File: src/rtl/iomem_initiator.sv
// iomem_initiator: bus-master end of the iomem valid/ready peripheral bus.
// Takes one read/write command at a time, runs one iomem transaction for it,
// and returns the read data or an error on the response port. A watchdog
// aborts bus cycles that the responder never completes.
module iomem_initiator #(
    parameter int unsigned TIMEOUT_CYCLES = 255,
    parameter logic [31:0] ERR_RDATA      = 32'hDEAD_BEEF
) (
    input  logic        clk,
    input  logic        reset,
    input  logic        cmd_valid,
    output logic        cmd_ready,
    input  logic        cmd_write,
    input  logic [31:0] cmd_addr,
    input  logic [31:0] cmd_wdata,
    input  logic [3:0]  cmd_wstrb,
    output logic        rsp_valid,
    input  logic        rsp_ready,
    output logic [31:0] rsp_rdata,
    output logic        rsp_error,
    output logic        busy,
    output logic        iomem_valid,
    input  logic        iomem_ready,
    output logic [3:0]  iomem_wstrb,
    output logic [31:0] iomem_addr,
    output logic [31:0] iomem_wdata,
    input  logic [31:0] iomem_rdata
);

    typedef enum logic [1:0] {
        S_IDLE,
        S_BUS,
        S_RESP
    } state_t;

    // Watchdog is 16 bits so the full 1..65535 timeout range fits.
    localparam logic [15:0] WDOG_LOAD = 16'(TIMEOUT_CYCLES);

    state_t      r_state,       w_state_nxt;
    logic [15:0] r_wdog,        w_wdog_nxt;
    logic        r_cmd_ready,   w_cmd_ready_nxt;
    logic        r_rsp_valid,   w_rsp_valid_nxt;
    logic [31:0] r_rsp_rdata,   w_rsp_rdata_nxt;
    logic        r_rsp_error,   w_rsp_error_nxt;
    logic        r_busy,        w_busy_nxt;
    logic        r_iomem_valid, w_iomem_valid_nxt;
    logic [3:0]  r_iomem_wstrb, w_iomem_wstrb_nxt;
    logic [31:0] r_iomem_addr,  w_iomem_addr_nxt;
    logic [31:0] r_iomem_wdata, w_iomem_wdata_nxt;

    logic w_cmd_fire;
    logic w_cmd_reject;

    assign w_cmd_fire   = cmd_valid && r_cmd_ready;
    // A write with no byte enables would look like a read on the bus.
    assign w_cmd_reject = cmd_write && (cmd_wstrb == 4'b0000);

    // Next-state and next-output logic; every output is taken from a register.
    always_comb begin
        // NOTE: every target gets a default first (hold current value) so no
        // path through the case leaves it unassigned and infers a latch.
        w_state_nxt       = r_state;
        w_wdog_nxt        = r_wdog;
        w_cmd_ready_nxt   = r_cmd_ready;
        w_rsp_valid_nxt   = r_rsp_valid;
        w_rsp_rdata_nxt   = r_rsp_rdata;
        w_rsp_error_nxt   = r_rsp_error;
        w_iomem_valid_nxt = r_iomem_valid;
        w_iomem_wstrb_nxt = r_iomem_wstrb;
        w_iomem_addr_nxt  = r_iomem_addr;
        w_iomem_wdata_nxt = r_iomem_wdata;

        case (r_state)
            S_IDLE: begin
                w_cmd_ready_nxt = 1'b1;
                if (w_cmd_fire) begin
                    w_cmd_ready_nxt = 1'b0;
                    if (w_cmd_reject) begin
                        w_state_nxt     = S_RESP;
                        w_rsp_valid_nxt = 1'b1;
                        w_rsp_error_nxt = 1'b1;
                        w_rsp_rdata_nxt = ERR_RDATA;
                    end else begin
                        w_state_nxt       = S_BUS;
                        w_iomem_valid_nxt = 1'b1;
                        w_iomem_addr_nxt  = {cmd_addr[31:2], 2'b00};
                        w_iomem_wdata_nxt = cmd_wdata;
                        w_iomem_wstrb_nxt = cmd_write ? cmd_wstrb : 4'b0000;
                        w_wdog_nxt        = WDOG_LOAD;
                    end
                end
            end

            S_BUS: begin
                // Completion has priority over a watchdog expiry on the same edge.
                if (iomem_ready) begin
                    w_state_nxt       = S_RESP;
                    w_iomem_valid_nxt = 1'b0;
                    w_iomem_wstrb_nxt = 4'b0000;
                    w_rsp_rdata_nxt   = (r_iomem_wstrb == 4'b0000) ? iomem_rdata : 32'h0;
                    w_rsp_error_nxt   = 1'b0;
                    w_rsp_valid_nxt   = 1'b1;
                end else if (r_wdog <= 16'd1) begin
                    w_state_nxt       = S_RESP;
                    w_wdog_nxt        = 16'd0;
                    w_iomem_valid_nxt = 1'b0;
                    w_rsp_rdata_nxt   = ERR_RDATA;
                    w_rsp_error_nxt   = 1'b1;
                    w_rsp_valid_nxt   = 1'b1;
                end else begin
                    w_wdog_nxt = r_wdog - 16'd1;
                end
            end

            S_RESP: begin
                if (rsp_ready) begin
                    w_state_nxt     = S_IDLE;
                    w_rsp_valid_nxt = 1'b0;
                    w_cmd_ready_nxt = 1'b1;
                end
            end

            default: begin
                w_state_nxt = S_IDLE;
            end
        endcase

        w_busy_nxt = (w_state_nxt != S_IDLE);
    end

    // State and output registers with synchronous reset.
    always_ff @(posedge clk) begin
        // NOTE: sequential state uses non-blocking assignments so every register
        // samples pre-edge values regardless of statement order.
        if (reset) begin
            r_state       <= S_IDLE;
            r_wdog        <= 16'd0;
            r_cmd_ready   <= 1'b0;
            r_rsp_valid   <= 1'b0;
            r_rsp_rdata   <= 32'h0;
            r_rsp_error   <= 1'b0;
            r_busy        <= 1'b0;
            r_iomem_valid <= 1'b0;
            r_iomem_wstrb <= 4'b0000;
            r_iomem_addr  <= 32'h0;
            r_iomem_wdata <= 32'h0;
        end else begin
            r_state       <= w_state_nxt;
            r_wdog        <= w_wdog_nxt;
            r_cmd_ready   <= w_cmd_ready_nxt;
            r_rsp_valid   <= w_rsp_valid_nxt;
            r_rsp_rdata   <= w_rsp_rdata_nxt;
            r_rsp_error   <= w_rsp_error_nxt;
            r_busy        <= w_busy_nxt;
            r_iomem_valid <= w_iomem_valid_nxt;
            r_iomem_wstrb <= w_iomem_wstrb_nxt;
            r_iomem_addr  <= w_iomem_addr_nxt;
            r_iomem_wdata <= w_iomem_wdata_nxt;
        end
    end

    assign cmd_ready   = r_cmd_ready;
    assign rsp_valid   = r_rsp_valid;
    assign rsp_rdata   = r_rsp_rdata;
    assign rsp_error   = r_rsp_error;
    assign busy        = r_busy;
    assign iomem_valid = r_iomem_valid;
    assign iomem_wstrb = r_iomem_wstrb;
    assign iomem_addr  = r_iomem_addr;
    assign iomem_wdata = r_iomem_wdata;

endmodule

File: config.mk
export PLATFORM = sky130hd
export DESIGN_NAME = iomem_initiator
export DESIGN_NICKNAME = d
export VERILOG_FILES = /design/src/rtl/iomem_initiator.sv
export SDC_FILE = /design/constraint.sdc
export NUM_CORES = 1
export LEC_CHECK = 0
export BUFFER_PORTS_ARGS = -buffer_cell sky130_fd_sc_hd__clkbuf_2
export CORE_ASPECT_RATIO = 1.5
export CORE_UTILIZATION = 43
export CTS_CLUSTER_DIAMETER = 80
export CTS_CLUSTER_SIZE = 30
export DETAILED_ROUTE_END_ITERATION = 10
export GPL_ROUTABILITY_DRIVEN = 0
export PLACE_DENSITY = 0.76
export SYNTH_ARGS = -nofsm -noshare
export SYNTH_HDL_FRONTEND = slang
export SYNTH_SLANG_ARGS = --single-unit
File: constraint.sdc
create_clock -name clk -period 2.1 [get_ports clk]
set_input_delay 0.315 -clock clk [delete_from_list [all_inputs] [get_ports clk]]
set_output_delay 0.315 -clock clk [all_outputs]
set_load 0.03 [all_outputs]
==> impl_metrics.env <==
export IMPL_cts_hold_buffers=0
export IMPL_synth_area_per_cell_um2=8.27
export IMPL_area_growth_syn_to_layout_pct=43.6
export IMPL_slew_headroom_pct=65.8
export IMPL_fin_total_pwr_mw=6.89
export IMPL_layout_setup_ws_ps=-5.30
export IMPL_violations="setup timing"
export IMPL_min_from="iomem_rdata[8]"
export IMPL_die_area_um2=11900
export IMPL_overflow=0
export IMPL_synth_edf_count=0
export IMPL_crit_required_ps=2390
export IMPL_dp_cells=941
export IMPL_vdd_drop_max_mv=0.659
export IMPL_hold_viol=0
export IMPL_period_needed_ps=2110
export IMPL_die_h_um=133
export IMPL_leakage_nw=3.07
export IMPL_root_buffer="clkbuf_16"
export IMPL_rows=47
export IMPL_drc_errors=0
export IMPL_r2r_slack_ps=-5
export IMPL_htree_levels=4
export IMPL_via_per_inst=5.27
export IMPL_postSynth_asyncResetShare_pct=0
export IMPL_core_area_um2=11100
export IMPL_hp_class="in -> reg"
export IMPL_dr_first_iter_drc_count=302
export IMPL_maxSlewViolCount=0
export IMPL_setup_viol=1
export IMPL_hold_slack_ps=119
export IMPL_synth_top_cell_by_area="dfxtp_1"
export IMPL_clk_latency_ps=400
export IMPL_synth_top_area_share_pct=49.3
export IMPL_wl_um=14000
export IMPL_grt_total_usage_pct=23.3
export IMPL_tightest_slew_ps=513
export IMPL_hold_depth=2
export IMPL_utilization_pct=63.8
export IMPL_path_class="reg -> reg"
export IMPL_cp_max_fo=8
export IMPL_max_cap_viol_count=0
export IMPL_hold_path_end="rsp_rdata[8]$_SDFFE_PP0P_"
export IMPL_die_w_um=89.3
export IMPL_start_util_pct=44.4
export IMPL_r2r_end="rsp_rdata[4]$_SDFFE_PP0P_"
export IMPL_fin_setup_tns_ps=-5.30
export IMPL_finClkSkew_ps=9.98
export IMPL_postRouteAntennaNets=0
export IMPL_worstSetupStartpointType="register"
export IMPL_grt_setup_unrepaired="true"
export IMPL_fin_area_um2=7050
export IMPL_period_share_pct=100
export IMPL_first_pass_iters=5
export IMPL_synth_seq_cells=121
export IMPL_dp_hpwl_um=10100
export IMPL_dpl_worst_slack_ps=-58.6
export IMPL_vias=5174
export IMPL_status="finished with violations"
export IMPL_synthTopCellsByArea="dfxtp_1 (49%), a21oi_1 (12%), nand2_1 (11%)"
export IMPL_r2r_start="r_wdog[8]$_SDFFE_PP0P_"
export IMPL_clk_path_buf_depth=2
export IMPL_drive_above_1_share_pct=39.4
export IMPL_worst_r2r_path_depth=6
export IMPL_mostFrequentLayoutCells="clkbuf_2 (205), nand2_1 (140), dfxtp_1 (120)"
export IMPL_ys_seq_area_share_pct=49.3
export IMPL_yosysWarnings=0
export IMPL_grt_pass1_vias=5049
export IMPL_yosysUniqueCellTypes=50
export IMPL_crit_path_end_kind="register"
export IMPL_finalNonFillerCells=982
export IMPL_diodes=0
export IMPL_netlist_instances=594
export IMPL_crit_arrival_ps=2390
export IMPL_antenna_found_initial=0
export IMPL_post_dp_cell_area_um2=6320
export IMPL_cts_buffers=17
export IMPL_fmax_ghz=0.475
export IMPL_clk_pin_slew_ps=60
export IMPL_avgRoutedWirePerCell_um=14.3
export IMPL_cts_tree="done"
export IMPL_grt_pass1_wl_um=22000
export IMPL_port_buffers=206
export IMPL_final_common_cell="clkbuf_2"
export IMPL_nFillCells=968
export IMPL_yosys_most_used_dff="dfxtp_1"
export IMPL_powerDensity_nw_per_um2=977
export IMPL_syn_cell_area_um2=4910
export IMPL_fin_nets=930
export IMPL_clock_sinks=121
export IMPL_io_pins=211
export IMPL_grt_start_max_net_pins=64
metal layers:
layer	wire length [um]	GRT usage [%]	up-vias
met2	7300	41.7	232
met4	482	11.9	0
met5	0	0	-
li1	-	-	2552
met1	5340	24.3	2342
met3	916	6.05	48
kinds of logic (layout without fill, tap and decap cells):
kind of cell | count (synthesis) | count (layout) | share of synthesized area [%]
AND/OR/NAND/NOR | 238 | 238 | 23.6
flip-flops | 121 | 121 | 49.3
AO/OA/AOI/OAI | 183 | 183 | 22.1
other | 1 | 2 | 0.0764
adder cells (fa/ha/maj) | 2 | 2 | 0.509
buffers and inverters | 49 | 289 | 4.31
area by class of cell:
cell class	count	area (um^2)	area share, %
inverter	6	22.5	0.319
timing repair buffer	251	1450	20.5
multi-input combinational	425	2350	33.3
clock buffer	18	439	6.23
tap	147	184	2.61
sequential	121	2420	34.4
clock inverter	14	185	2.63
cell usage after synthesis (2+ instances only):
master,n
o21a_1,2
o31ai_1,4
nor3_2,19
buf_4,3
nor3_1,15
nand4_1,6
a211oi_1,5
ha_1,2
nor4_1,6
a21oi_2,11
nor3b_1,2
inv_1,5
dfxtp_1,121
o21ai_0,14
nor4b_1,2
nor2_1,16
buf_1,2
clkbuf_1,35
a21oi_1,117
a41oi_1,3
a22o_1,8
buf_6,2
or4_1,3
nand3_1,14
nor2b_1,2
a31oi_1,8
or3_1,4
nand2_1,141
report_power, final:
group          internal (mW)  switching, mW
Sequential              2.44         0.0985
Combinational          0.476          0.828
Clock                   1.93           1.11
critical path, cell delays in order (launching register included):
cell	delay (ps)
dfxtp_2	320
or4_4	530
or3_4	360
o311ai_4	270
buf_12	180
a21oi_4	90
a22o_1	260
worst max path at each step:
stage,startpoint,endpoint,slack (ps),depth (start not counted)
6_report,r_wdog[8]$_SDFFE_PP0P_,rsp_rdata[4]$_SDFFE_PP0P_,-5,6
5_1_grt,r_wdog[8]$_SDFFE_PP0P_,rsp_rdata[4]$_SDFFE_PP0P_,-60,6
4_1_cts,r_wdog[8]$_SDFFE_PP0P_,rsp_rdata[4]$_SDFFE_PP0P_,-20,6
3_5_place_dp,r_wdog[8]$_SDFFE_PP0P_,r_wdog[9]$_SDFFE_PP0P_,-60,6
3_3_place_gp,r_wdog[8]$_SDFFE_PP0P_,r_wdog[9]$_SDFFE_PP0P_,-10,6
2_1_floorplan,r_wdog[8]$_SDFFE_PP0P_,rsp_rdata[12]$_SDFFE_PP0P_,-60,6
registers in the layout, indices dropped and copies added, names as in the netlist:
name,flops
busy,1
iomem_addr,30
rsp_error,1
iomem_wdata,32
rsp_valid,1
cmd_ready,1
r_state,2
rsp_rdata,32
iomem_wstrb,4
iomem_valid,1
r_wdog,16
timing repair:
| action | in CTS | in global routing |
|---|---|---|
| pin swaps | 0 | 7 |
| setup endpoints to repair | 11 | 29 |
| setup buffers | 3 | 6 |
| resized for setup | 1 | 4 |
| hold endpoints to repair | 0 | 0 |
Note: power is estimated with default switching activity, not from simulation.
